<file path="src/rtl/pill_fill_pkg.sv">
// Shared codes for the pill-counting bottling controller: state codes,
// beeper modes and error causes.
package pill_fill_pkg;

  typedef enum logic [2:0] {
    ST_SETTING   = 3'd0,
    ST_RUNNING   = 3'd1,
    ST_SWITCHING = 3'd2,
    ST_DONE      = 3'd3,
    ST_ERROR     = 3'd4,
    ST_FATAL     = 3'd5
  } state_t;

  localparam logic [1:0] BEEP_OFF  = 2'd0;
  localparam logic [1:0] BEEP_CONT = 2'd1;
  localparam logic [1:0] BEEP_SLOW = 2'd2;
  localparam logic [1:0] BEEP_FAST = 2'd3;

  localparam logic CAUSE_HOPPER   = 1'b0;
  localparam logic CAUSE_CONVEYOR = 1'b1;

  function automatic logic [1:0] beep_for(input state_t s);
    case (s)
      ST_DONE:  return BEEP_CONT;
      ST_ERROR: return BEEP_SLOW;
      ST_FATAL: return BEEP_FAST;
      default:  return BEEP_OFF;
    endcase
  endfunction

endpackage

</file>
<file path="src/rtl/pill_fill_ctrl_bcd_counter.sv">
// Multi-digit BCD up-counter with synchronous clear and an all-digit compare
// against a target, either on the current value or on the incremented value.
module bcd_counter
  import pill_fill_pkg::*;
#(
  parameter int unsigned DIGITS    = 3,
  parameter bit          LOOKAHEAD = 1'b0
) (
  input  logic                  clk_1khz,
  input  logic                  clr,
  input  logic                  sclr,
  input  logic                  inc,
  input  logic [4*DIGITS-1:0]   target,
  output logic [4*DIGITS-1:0]   count,
  output logic                  eq
);

  logic [4*DIGITS-1:0] nxt;
  logic                carry;

  always_comb begin
    nxt   = count;
    carry = 1'b1;
    for (int unsigned i = 0; i < DIGITS; i++) begin
      if (carry) begin
        if (count[4*i +: 4] >= 4'd9) begin
          nxt[4*i +: 4] = 4'd0;
        end else begin
          nxt[4*i +: 4] = count[4*i +: 4] + 4'd1;
          carry         = 1'b0;
        end
      end
    end
    eq = (LOOKAHEAD ? nxt : count) == target;
  end

  always_ff @(posedge clk_1khz or posedge clr) begin
    if (clr) begin
      count <= '0;
    end else if (sclr) begin
      count <= '0;
    end else if (inc) begin
      count <= nxt;
    end
  end

endmodule

</file>
<file path="src/rtl/pill_fill_ctrl.sv">
// Bottling controller: counts synchronised hopper pulses into bottles, sequences
// conveyor changeover and supervises hopper starvation / conveyor stall.
module pill_fill_ctrl
  import pill_fill_pkg::*;
#(
  parameter int unsigned PILL_DIGITS   = 3,
  parameter int unsigned BOTTLE_DIGITS = 2,
  parameter int unsigned TICK_DIV      = 1000,
  parameter int unsigned SWITCH_SEC    = 2,
  parameter int unsigned HOPPER_SEC    = 3
) (
  input  logic                       clk_1khz,
  input  logic                       clr,
  input  logic                       estop,
  input  logic                       start,
  input  logic                       ack,
  input  logic                       pill_in,
  input  logic                       conveyor_ok,
  input  logic [4*PILL_DIGITS-1:0]   set_pills,
  input  logic [4*BOTTLE_DIGITS-1:0] set_bottles,
  output logic [2:0]                 state,
  output logic                       err_cause,
  output logic [4*PILL_DIGITS-1:0]   now_pills,
  output logic [4*BOTTLE_DIGITS-1:0] now_bottles,
  output logic                       bottle_done,
  output logic                       start_rej,
  output logic [1:0]                 beep_mode
);

  localparam int unsigned TMAX = (SWITCH_SEC > HOPPER_SEC) ? SWITCH_SEC : HOPPER_SEC;
  localparam int unsigned TW   = $clog2(TMAX + 1);
  localparam int unsigned DW   = (TICK_DIV > 1) ? $clog2(TICK_DIV) : 1;
  localparam logic [DW-1:0] DIV_LAST = DW'(TICK_DIV - 1);
  localparam logic [TW-1:0] SW_LOAD  = TW'(SWITCH_SEC);
  localparam logic [TW-1:0] HOP_LOAD = TW'(HOPPER_SEC);

  state_t        st, st_nxt;
  logic          pill_s1, pill_s2, pill_s3, pill_edge;
  logic [DW-1:0] div;
  logic          tick;
  logic [TW-1:0] hop_tmr, sw_tmr;
  logic          hop_exp, sw_exp;
  logic          hop_load, sw_load;
  logic          pill_clr, pill_inc, pill_eq;
  logic          bot_clr, bot_inc, bot_last;
  logic          cause_nxt, done_nxt, rej_nxt;
  logic          cfg_ok;

  assign state     = st;
  assign pill_edge = pill_s2 & ~pill_s3;
  assign tick      = (div == DIV_LAST);
  assign hop_exp   = tick && (hop_tmr == '0);
  assign sw_exp    = tick && (sw_tmr == '0);

  bcd_counter #(.DIGITS(PILL_DIGITS), .LOOKAHEAD(1'b0)) u_pills (
    .clk_1khz (clk_1khz),
    .clr      (clr),
    .sclr     (pill_clr),
    .inc      (pill_inc),
    .target   (set_pills),
    .count    (now_pills),
    .eq       (pill_eq)
  );

  // Compares the would-be count so the last bottle is known in the completing cycle.
  bcd_counter #(.DIGITS(BOTTLE_DIGITS), .LOOKAHEAD(1'b1)) u_bottles (
    .clk_1khz (clk_1khz),
    .clr      (clr),
    .sclr     (bot_clr),
    .inc      (bot_inc),
    .target   (set_bottles),
    .count    (now_bottles),
    .eq       (bot_last)
  );

  always_comb begin
    cfg_ok = (set_pills != '0) && (set_bottles != '0);
    for (int unsigned i = 0; i < PILL_DIGITS; i++)
      if (set_pills[4*i +: 4] > 4'd9) cfg_ok = 1'b0;
    for (int unsigned i = 0; i < BOTTLE_DIGITS; i++)
      if (set_bottles[4*i +: 4] > 4'd9) cfg_ok = 1'b0;
  end

  always_comb begin
    st_nxt    = st;
    pill_clr  = 1'b0;
    pill_inc  = 1'b0;
    bot_clr   = 1'b0;
    bot_inc   = 1'b0;
    hop_load  = 1'b0;
    sw_load   = 1'b0;
    cause_nxt = err_cause;
    done_nxt  = 1'b0;
    rej_nxt   = 1'b0;
    if (estop) begin
      st_nxt = ST_FATAL;
    end else begin
      case (st)
        ST_SETTING: begin
          if (start) begin
            if (cfg_ok) begin
              st_nxt   = ST_RUNNING;
              pill_clr = 1'b1;
              bot_clr  = 1'b1;
              hop_load = 1'b1;
            end else begin
              rej_nxt = 1'b1;
            end
          end
        end
        ST_RUNNING: begin
          if (pill_eq) begin
            done_nxt = 1'b1;
            bot_inc  = 1'b1;
            if (bot_last) begin
              st_nxt = ST_DONE;
            end else begin
              st_nxt   = ST_SWITCHING;
              pill_clr = 1'b1;
              sw_load  = 1'b1;
            end
          end else if (pill_edge) begin
            pill_inc = 1'b1;
            hop_load = 1'b1;
          end else if (hop_exp) begin
            st_nxt    = ST_ERROR;
            cause_nxt = CAUSE_HOPPER;
          end
        end
        ST_SWITCHING: begin
          if (sw_exp) begin
            if (conveyor_ok) begin
              st_nxt   = ST_RUNNING;
              hop_load = 1'b1;
            end else begin
              st_nxt    = ST_ERROR;
              cause_nxt = CAUSE_CONVEYOR;
            end
          end
        end
        ST_ERROR: begin
          if (err_cause == CAUSE_HOPPER) begin
            if (pill_edge) begin
              st_nxt   = ST_RUNNING;
              pill_inc = 1'b1;
              hop_load = 1'b1;
            end
          end else if (conveyor_ok) begin
            st_nxt   = ST_RUNNING;
            hop_load = 1'b1;
          end
        end
        ST_DONE:  if (ack) st_nxt = ST_SETTING;
        ST_FATAL: if (ack) st_nxt = ST_SETTING;
        default:  st_nxt = ST_SETTING;
      endcase
    end
  end

  always_ff @(posedge clk_1khz or posedge clr) begin
    if (clr) begin
      st          <= ST_SETTING;
      err_cause   <= CAUSE_HOPPER;
      bottle_done <= 1'b0;
      start_rej   <= 1'b0;
      beep_mode   <= BEEP_OFF;
      pill_s1     <= 1'b0;
      pill_s2     <= 1'b0;
      pill_s3     <= 1'b0;
      div         <= '0;
      hop_tmr     <= '0;
      sw_tmr      <= '0;
    end else begin
      st          <= st_nxt;
      err_cause   <= cause_nxt;
      bottle_done <= done_nxt;
      start_rej   <= rej_nxt;
      beep_mode   <= beep_for(st_nxt);
      pill_s1     <= pill_in;
      pill_s2     <= pill_s1;
      pill_s3     <= pill_s2;
      div         <= tick ? '0 : div + 1'b1;
      if (hop_load)                     hop_tmr <= HOP_LOAD;
      else if (tick && hop_tmr != '0)   hop_tmr <= hop_tmr - 1'b1;
      if (sw_load)                      sw_tmr  <= SW_LOAD;
      else if (tick && sw_tmr != '0)    sw_tmr  <= sw_tmr - 1'b1;
    end
  end

endmodule

</file>
<file path="config.mk">
export PLATFORM = sky130hd
export DESIGN_NAME = pill_fill_ctrl
export DESIGN_NICKNAME = d
export VERILOG_FILES = /design/src/rtl/pill_fill_pkg.sv /design/src/rtl/pill_fill_ctrl_bcd_counter.sv /design/src/rtl/pill_fill_ctrl.sv
export SDC_FILE = /design/constraint.sdc
export NUM_CORES = 1
export LEC_CHECK = 0
export CAP_MARGIN = 25
export CORE_AREA = 10 10 85 87
export CTS_CLUSTER_SIZE = 10
export DETAILED_ROUTE_END_ITERATION = 7
export DIE_AREA = 0 0 95 97
export DONT_BUFFER_PORTS = 1
export GPL_ROUTABILITY_DRIVEN = 0
export HOLD_SLACK_MARGIN = 0.06
export PLACE_DENSITY = 0.68
export SETUP_SLACK_MARGIN = 0.02
export SYNTH_ARGS = -nofsm -noshare
export SYNTH_HDL_FRONTEND = slang
export SYNTH_SLANG_ARGS = --single-unit
</file>
<file path="constraint.sdc">
create_clock -name clk_1khz -period 2.65 [get_ports clk_1khz]
set_clock_uncertainty 0.1 [all_clocks]
set_input_delay 0.3975 -clock clk_1khz [delete_from_list [all_inputs] [get_ports clk_1khz]]
set_output_delay 0.3975 -clock clk_1khz [all_outputs]
set_load 0.01 [all_outputs]
</file>
After elaboration in Yosys (flattened, before gate mapping):

Index checks and enable logic that the tools add are counted.

* bits in registers: 45
* input port bits: 27
* output and inout bits: 28
* logic and storage cells: 149

* add/subtract/negate cells: 8
* magnitude comparators: 10
* eq/ne operators: 16
* multiplexer cells: 74
* bitwise gates (word level): 3
* reduce and logical (&&, ||, !) cells: 23

Operators with widths (number)
* $mux W1: 39
* $mux W3: 12
* $mux W4: 8
* $mux W12: 2
* $add A4 B1 Y4 const B: 5
* $ge A4 B4 Y1 const B: 5
* $gt A4 B4 Y1 const B: 5
* $reduce_bool A2 Y1: 9
* $mux W8: 2
* $pmux W3 S5: 1
* $eq A12 B12 Y1: 1
* $eq A3 B3 Y1 const B: 4
* $reduce_bool A12 Y1: 1
* $add A10 B1 Y10 const B: 1
* $eq A10 B10 Y1 const B: 1
* $mux W10: 1
* $ne A2 B2 Y1 const B: 5
* $eq A3 B2 Y1 const B: 3
* $eq A8 B8 Y1: 1
* $mux W2: 4
* $reduce_bool A8 Y1: 1
* $reduce_and A7 Y1: 1
* $pmux W1 S2: 3
* $pmux W2 S3: 1
* other kinds (10): 18

Logic depth before layout (Yosys ltp):

* depth after elaboration: 13
* gate-level depth with buffers: 11
* mapped depth without buffers: 9

By module:

Synthesis repeated with hierarchy kept, for this count alone.

* cells, all modules: 335
* area total of the unflattened synthesis: 3159.3 µm²

By module, submodules not included
* pill_fill_ctrl: instances 1, cells an instance 144, area each 1456.4 µm², sequential area each 625.6 µm²
* bcd_counter (u_pills): instances 1, cells an instance 97, area each 912.1 µm², sequential area each 300.3 µm²
* bcd_counter (u_bottles): instances 1, cells an instance 94, area each 790.8 µm², sequential area each 200.2 µm²

Worst setup path after synthesis:

Ideal clock, no wire load.

* kind: reg-to-reg
* start point: register u_bottles.count[4]
* end point: register u_pills.count[7]
* library setup time: 0.080 ns
* data arrival time: 2.443 ns
* data required time: 2.470 ns
* setup slack: 0.027 ns
* cell stages (with the launch flop): 11
* path buffers: 1
* clock period less this slack: 2.623 ns
* path through: dfrtp_1 inv_1 ha_1 or3b_4 a2111oi_4 o21ai_1 a22o_1 o41ai_4 nand2b_2 buf_6 a31oi_4

* longest elaborated chain between the ends: 10
* elaborated cells between the ends (all ways): 13
* those cells by class: add/sub (1); order compare (1); eq/ne (1); mux (7); reduce/logical (3)

Ends and longest elaborated chain
* start: declaration: line pill_fill_ctrl_bcd_counter.sv:14 `output logic [4*DIGITS-1:0] count,`
* start signal: assignment: line pill_fill_ctrl_bcd_counter.sv:43 `count <= nxt;`
* $add A4 B1 Y4 or $ge A4 B4 Y1 (tied branches): line pill_fill_ctrl_bcd_counter.sv:29, pill_fill_ctrl_bcd_counter.sv:26
* $mux W4: line pill_fill_ctrl_bcd_counter.sv:26 `if (count[4*i +: 4] >= 4'd9) begin`
* $mux W4 *: line pill_fill_ctrl_bcd_counter.sv:25 `if (carry) begin`
* $eq A8 B8 Y1 *: line pill_fill_ctrl_bcd_counter.sv:34 `eq = (LOOKAHEAD ? nxt : count) == target;`
* $mux W1 *: line pill_fill_ctrl.sv:115 `if (bot_last) begin`
* $mux W1 *: line pill_fill_ctrl.sv:112 `if (pill_eq) begin`
* $pmux W1 S2 *: line pill_fill_ctrl.sv:98 `case (st)`
* $mux W1 *: line pill_fill_ctrl.sv:95 `if (estop) begin`
* $reduce_bool A2 Y1 (no line)
* $reduce_and A2 Y1 (no line)
* end signal: assignment: line pill_fill_ctrl_bcd_counter.sv:43
* end: declaration: line pill_fill_ctrl_bcd_counter.sv:14

Mark *: on every way between the ends. The rest lies on a longest branch, timed or not.
A chain may end at the register's enable or synchronous reset.

Worst setup path after layout:

* start point: register u_bottles.count[4]
* end point: register u_pills.count[3]

* longest elaborated chain between the ends: 9
* elaborated cells between the ends (all ways): 11
* those cells by class: add/sub (1); order compare (1); eq/ne (1); mux (7); reduce/logical (1)

Ends and longest elaborated chain (line)
* $add A4 B1 Y4 or $ge A4 B4 Y1 (tied branches): pill_fill_ctrl_bcd_counter.sv:29, pill_fill_ctrl_bcd_counter.sv:26
* $mux W4: pill_fill_ctrl_bcd_counter.sv:26
* $mux W4 *: pill_fill_ctrl_bcd_counter.sv:25
* $eq A8 B8 Y1 *: pill_fill_ctrl_bcd_counter.sv:34
* $mux W1 *: pill_fill_ctrl.sv:115
* $mux W1 *: pill_fill_ctrl.sv:112
* $pmux W1 S2 *: pill_fill_ctrl.sv:98
* $mux W1 *: pill_fill_ctrl.sv:95
* $mux W12 or $reduce_bool A2 Y1 (tied branches)

Marks and branches as above.

==> results by group <==
Run status
  – Run status: finished with violations
  – Failing checks: negative setup slack

Cells and area
  – Final nets: 398
  – Layout fillers: 483
  – Commonest non-fill, non-tap cell in the layout: dfrtp_1
  – Commonest non-fill, non-tap cells in the layout: dfrtp_1 (45), buf_4 (32), nand2_1 (24)
  – ANT cells: 0
  – Area grow syn2layout: 16.6%
  – Layout cell share with drive strength beyond 1: 0.203
  – Post-route cell area: approximately 3500 sq um

Floorplan
  – Initial core utilization: 0.542
  – Total core area: 5470 sq um
  – # rows: 27
  – # IOs: 55
  – Die width: 95 um
  – Chip height: between 90 and 100 um
  – Die area: 9220 sq um

Routing
  – Final wirelength: roughly 7300 um
  – Iter 0 DRT Violations: 134
  – Via density: 5.90
  – Post-route DRC: 0
  – Pre-antenna DRT Iters: 4
  – WL/cell: 17.2 um
  – Antenna Nets Post-Route: 0
  – Vias: 2513

CTS
  – Longest Clk Path Bufs: 2
  – H-tree depth: 2
  – Clock Sinks: 45
  – CTS Buf Count: 5
  – CTS tree: built
  – Clk_lat worst skew: roughly 0.30 ns
  – Root Driver: clkbuf_8
  – CTS clk-pin slew, worst paths: 0.09 ns

Logic synthesis
  – Mapped Avg Cell Area: 9.33 sq um
  – Cell Area, Synth: 2970 sq um
  – Post-synthesis net count: approximately 360
  – Synthesis-stage register bit count: 45
  – Top post-synthesis cells by area: dfrtp_1 (38%), ha_1 (7.6%), xnor2_1 (5.9%), inv_1 (3.3%), o21ai_0 (3.2%)
  – Top-area cell type share of the netlist area: 0.380
  – Cell count after synthesis: 318
  – Synth area leader: dfrtp_1
  – Library cells used by synthesis: 57
  – Post-synth EDFFs: 0
  – Dominant synthesized flop cell: dfrtp_1
  – Sequential share of the synthesized area: 0.380
  – Asr flop ratio synth: 1.00
  – Synth warn: 0

Timing
  – Fmax: 374 MHz
  – RSZ-0062 raised after global routing: yes
  – Final Hold Viols: 0
  – Setup WS post-layout: -0.0216 ns
  – Finish-stage setup viols: 1
  – Worst-Margin Slew: 0.921 ns
  – Period Utilization, post-route: 1.01
  – Crit path time final: 2.67 ns
  – Slew Limit Fails: 0
  – Slew HR: 0.385

Worst hold path
  – Hold crit path type: in2async

Run
  – Max-cap violation count: 0

Setup path
  – WP data required: 2.79 ns
  – Arrival @ worst endpoint: 2.82 ns
  – Slowest stage cell, crit path: dfrtp_1
  – WS Path Type: reg2reg
  – Crit-path leading delay family: compound AO/OA/AOI/OAI gates
  – Critical path peak fanout: 12
  – Critical path startpoint category: flip-flop
  – CP Capture Type: flip-flop
  – Buffers and inverters on the worst path: 1
  – Cells along the critical path: ha_2 > or3b_4 > a2111oi_4 > o21ai_1 > a22o_1 > o41ai_4 > nand2b_2 > buf_12 > and3b_1
  – CP max stage delay: 0.42 ns

Global routing
  – Met3 Use GR: 0.0424
  – Total gr overflow: 0
  – Pin count of the biggest net entering global routing: 46
  – First-pass GRT wire length: 12100 um
  – Number of global-route vias before repair: 2513
  – GR Util All Layers: 0.157
  – Met1 GRT Util: 0.210
  – GRT busiest layer: met2
  – Met2 Use GR: 0.240
  – Initial antenna violation count: 0

Pwr
  – P_leak: 1.48 nW
  – Max VDD drop: around 0.32 mV
  – Power per cell area: 476 nW/um^2

Placed design
  – IO Port Bufs: 0
  – Dpl hpwl: 5600 um
  – Pre-CTS setup slack: -0.0466 ns
  – Dpl cell area: between 3000 and 4000 sq um
-- worst reg2reg max path: cells and delay by family, from the launching register on --
| kind | cells | cell delay, ns |
|---|---|---|
| buffers and inverters | 1 | 0.16 |
| flip-flops | 1 | 0.42 |
| AND/OR/NAND/NOR | 3 | 0.74 |
| adder cells (fa/ha/maj) | 1 | 0.19 |
| AO/OA/AOI/OAI | 4 | 1.03 |
-- per-layer routing --
metal  vias to the layer above  share of wire
met5                         -              0
met4                         0          0.014
met3                        10          0.083
met2                        84           0.46
met1                      1212           0.45
li1                       1207              -
-- logic make-up (layout without fill, tap and decap cells) --
logic type,count (synthesis),in the layout,synth area share
buf+inv,32,68,0.0439
mux,3,3,0.0105
fa+ha+maj,18,18,0.0759
simple gates,115,115,0.211
xor+xnor,27,27,0.0797
flops,45,45,0.380
compound gates,78,78,0.199
-- timing repair --
action | in CTS | in global routing
pin swaps | 1 | 3
setup endpoints to repair | 4 | 14
hold buffers | 1 | 0
setup buffers | 1 | 1
gates resized for setup | 2 | 9
endpoints found under the hold margin | 1 | 0
-- cells in the mapped netlist, types with 4 or more instances --
cell type / count
inv_1: 26
or3_1: 7
a21oi_1: 14
dfrtp_1: 45
ha_1: 18
a21oi_2: 8
xor2_1: 7
nand4_1: 10
nor2b_1: 5
nand2_1: 24
nor2_1: 19
o21ai_0: 19
xnor2_1: 20
nand3_1: 13
nand2b_1: 6
nor4_1: 4
nor3_1: 9
-- worst paths after layout --
kind	startpoint	cells past startpoint	slack (ns)	end
max in group asynchronous	clr	1	1.79	sw_tmr[0]
min in group clk_1khz	estop	1	0.08	start_rej
setup reg to reg	u_bottles.count[4]	9	-0.02	u_pills.count[3]
setup / recovery	u_bottles.count[4]	9	-0.02	u_pills.count[3]
hold / removal	clr	1	0.07	u_pills.count[6]
hold reg to reg	pill_s1	0	0.28	pill_s2
-- cell type report --
type	instances	area, sq um	share of cell area
Clock inverter	1	30.0	0.00868
Clock buffer	7	86.3	0.0250
Tap cell	72	90.1	0.0260
Sequential cell	45	1130	0.325
Timing Repair Buffer	34	270	0.0781
Inverter	26	97.6	0.0282
Multi-Input combinational cell	241	1760	0.508
-- registers in the layout, indices dropped and copies added (netlist names) --
register,count
hop_tmr,2
pill_s2,1
bottle_done,1
err_cause,1
pill_s3,1
pill_s1,1
state,3
div,10
beep_mode,2
u_bottles.count,8
start_rej,1
u_pills.count,12
sw_tmr,2
-- report_power, final --
group	switching, mW	internal (mW)	total [mW]
Sequential	0.0373	0.723	0.760
Clock	0.231	0.308	0.539
Combinational	0.197	0.150	0.347
Total	0.465	1.18	1.65
-- metrics by stage --
step	hold WS [ns]	total power, mW	util	setup TNS [ns]	cells
6_report	0.0684	1.65	0.632	-0.0216	426
5_1_grt	0.0778	1.73	0.632	-0.416	426
4_1_cts	0.0786	1.65	0.624	0	425
3_5_place_dp	0.260	1.11	0.599	-0.0724	415
3_3_place_gp	0.263	1.10	0.599	0	415
2_1_floorplan	0.231	0.991	-	0	318
(Power assumes the default switching activity.)
==> patch, RTL diff (config.mk and constraints unchanged) <==
Set the parameter `HOPPER_SEC` to 6 (it was 3).
--- a/src/rtl/pill_fill_ctrl.sv
+++ b/src/rtl/pill_fill_ctrl.sv
@@ -7,7 +7,7 @@
   parameter int unsigned BOTTLE_DIGITS = 2,
   parameter int unsigned TICK_DIV      = 1000,
   parameter int unsigned SWITCH_SEC    = 2,
-  parameter int unsigned HOPPER_SEC    = 3
+  parameter int unsigned HOPPER_SEC    = 6
 ) (
   input  logic                       clk_1khz,
   input  logic                       clr,
Formal check against the unedited RTL: same outputs for any inputs over 10 cycles, from zero or initial values; that may be too few to reach the edited logic, so the function may still have changed.
==> patch against the original RTL <==
  * Area after synthesis is 4.0% higher
  * Sequential share of layout area is 0.56 points lower
  * Final area is 6.4% higher
  * Wire length is 7.7% higher
  * Worst setup slack better by 0.035 ns
  * Global-route usage is 1.6 points higher
  * Fmax is 1.3% higher
  * Sequential cell count is 2 higher
  * Final cell count is 7.0% higher
  * Count of clock-buffer cells in the layout is 2 lower
  * Total power is 1.3% higher
  * Critical endpoint is now u_pills.count[11]$_DFFE_PP0P_
  * Largest cell class unchanged
  * Highest routed layer unchanged
==> patch: results (changes against the original RTL) <==
- CP arrival: 2.76 ns (-0.06 ns)
- Leak: 1.62 nW (+9.6%)
- Dpl cells: 442 (+6.5%)
- Setup Buffers After CTS: 0 (-1)
- GR Util All Layers: 0.173 (+0.0161)
- Placed instance area: 3400 µm² (+3.7%)
- First-pass GRT wire length: 13200 µm (+9.2%)
- Highest metal used: met4
- Post-synth top cells: 47 x dfrtp_1, 35 x nor2_1, 23 x inv_1, 23 x nand2_1, 23 x o21ai_0
- Antenna cells: 0 (unchanged)
- Share of post-route cells with drive strength above 1: 0.242 (+0.0388)
- Ys Warns: 0 (unchanged)
- M1 GR Usage: 0.209 (-0.00127)
- GR Util met3: 0.0709 (+0.0285)
- Pre-CTS setup slack: -0.0491 ns (-0.00250 ns)
- Synth Area in XOR/XNOR: 0.0794 (-0.000264)
- Synth Instances: 342 (+7.5%)
- Worst setup slack after layout: 0.0135 ns (+0.0351 ns)
- Internal power: 1.12 mW (-5.5%)
- Met1 wire length: 3230 µm (-1.1%)
- Number of nets in the layout: 430 (+8.0%)
- Post-Synthesis Net Count: 389 (+7.2%)
- DR WL met3: 765 µm (+25%)
- Final wirelength: 7880 µm (+7.7%)
- Compound-cell area share of the yosys netlist: 0.172 (-0.0272)
- Worst hold slack: 0.0997 ns (+0.0312 ns)
- Post-synth ARST share: 1.00 (unchanged)
- Slowest stage delay, CP: 0.46 ns (+0.04 ns)
- Crit path max-delay family: simple AND/OR/NAND/NOR gates
- Status: complete, no violations
- Library cells used by synthesis: 58 (+1.8%)
- CTS Buffer Depth: 2 (unchanged)
- Routed vias/inst: 5.86 (-0.63%)
- Clk slew on worst S/H paths: 0.09 ns (about the same)
- Largest registers: u_pills.count (12), div (10), u_bottles.count (8)
- DP Wirelength: 6070 µm (+8.3%)
- ANT nets after route: 0 (unchanged)
- IO buf count: 0 (unchanged)
- Leading cell type in the layout, fill and taps excluded: dfrtp_1
- Synth area leaders: dfrtp_1 38%, ha_1 8.1%, xor2_1 5.1%
- Met2 Usage GRT: 0.275 (+0.0352)
- Final Non-Filler Cells: 456 (+7.0%)
- WL met2: 3730 µm (+12%)
- Max-slew headroom: 0.661 (+0.276)
- Post-synthesis sequential area ratio: 0.381 (+0.00144)
- Pin count of the biggest net entering global routing: 20 (-57%)
- H-tree levels: 2 (unchanged)
- Fillers: 476 (-1.4%)
- Vias in the first global route: 2673 (+6.4%)
- Worst-Skew Late Latency: 0.30 ns (about the same)
- Cts repair resizes: 3 (+1)
- Mux cell area share after synthesis: 0.0134 (+0.00283)
- Area share of fa/ha/maj cells after synthesis: 0.0811 (+0.00515)
- Hold-fix buffers at CTS: 2 (+1)
- Total CTS buffers: 5 (unchanged)
- 1st-iter DRT viols: 95 (-29%)
- Critical-path maximum fanout: 6 (-6)
- Max VDD drop: 0.383 mV (+19%)
- Slowest CP cell: dfrtp_2
- Worst Hold Class: input pin to flip-flop
==> patch: cell count changes after synthesis, sizes merged, moves of 6 or more <==
cell	delta
nand4	-7
nor2	+19
or3	-6
xnor2	-10
xor2	+11
==> patch: layout make-up <==
type / instances / area [µm²] / area share
tap: 72 / 90.1 / 0.0245
sequential: 47 / 1180 / 0.320
timing repair buffer: 41 / 320 / 0.0870
clock buffer: 5 / 68.8 / 0.0187
clock inverter: 3 / 20.0 / 0.00544
inverter: 23 / 86.3 / 0.0235
multi-input combinational: 265 / 1920 / 0.521
==> patch: worst register-to-register path, stage by stage, from the launching register on <==
cell and delay [ns]:
dfrtp_2 0.46, ha_2 0.22, or3b_4 0.41, and3_4 0.16, a211o_1 0.26, a22oi_2 0.19, a41oi_2 0.20, or2_4 0.35
a211oi_2 0.20
==> patch: path summary, 6_finish.rpt <==
path	to	cells after the start	start
hold / removal	start_rej$_DFF_PP0_	2	start
hold reg to reg	pill_s2$_DFF_PP0_	0	pill_s1$_DFF_PP0_
setup reg to reg	u_pills.count[11]$_DFFE_PP0P_	8	u_bottles.count[0]$_DFFE_PP0P_
min in group asynchronous	div[6]$_DFF_PP0_	2	clr
setup / recovery	u_pills.count[11]$_DFFE_PP0P_	8	u_bottles.count[0]$_DFFE_PP0P_
max in group asynchronous	u_bottles.count[0]$_DFFE_PP0P_	3	clr
==> patch: logic make-up (layout without fill, tap and decap cells) <==
logic type	Yosys count	after routing
xor+xnor	28	28
buf+inv	31	72
mux	4	4
fa+ha+maj	20	20
flops	47	47
simple gates	132	133
compound gates	80	80
==> patch: power by group through the flow <==
stage	clock network, mW	registers [mW]	logic [mW]
floorplan	0	0.865	0.234
global placement	0	0.879	0.322
detailed placement	0	0.880	0.341
CTS	0.449	0.866	0.345
global route	0.474	0.878	0.417
finish	0.437	0.866	0.363
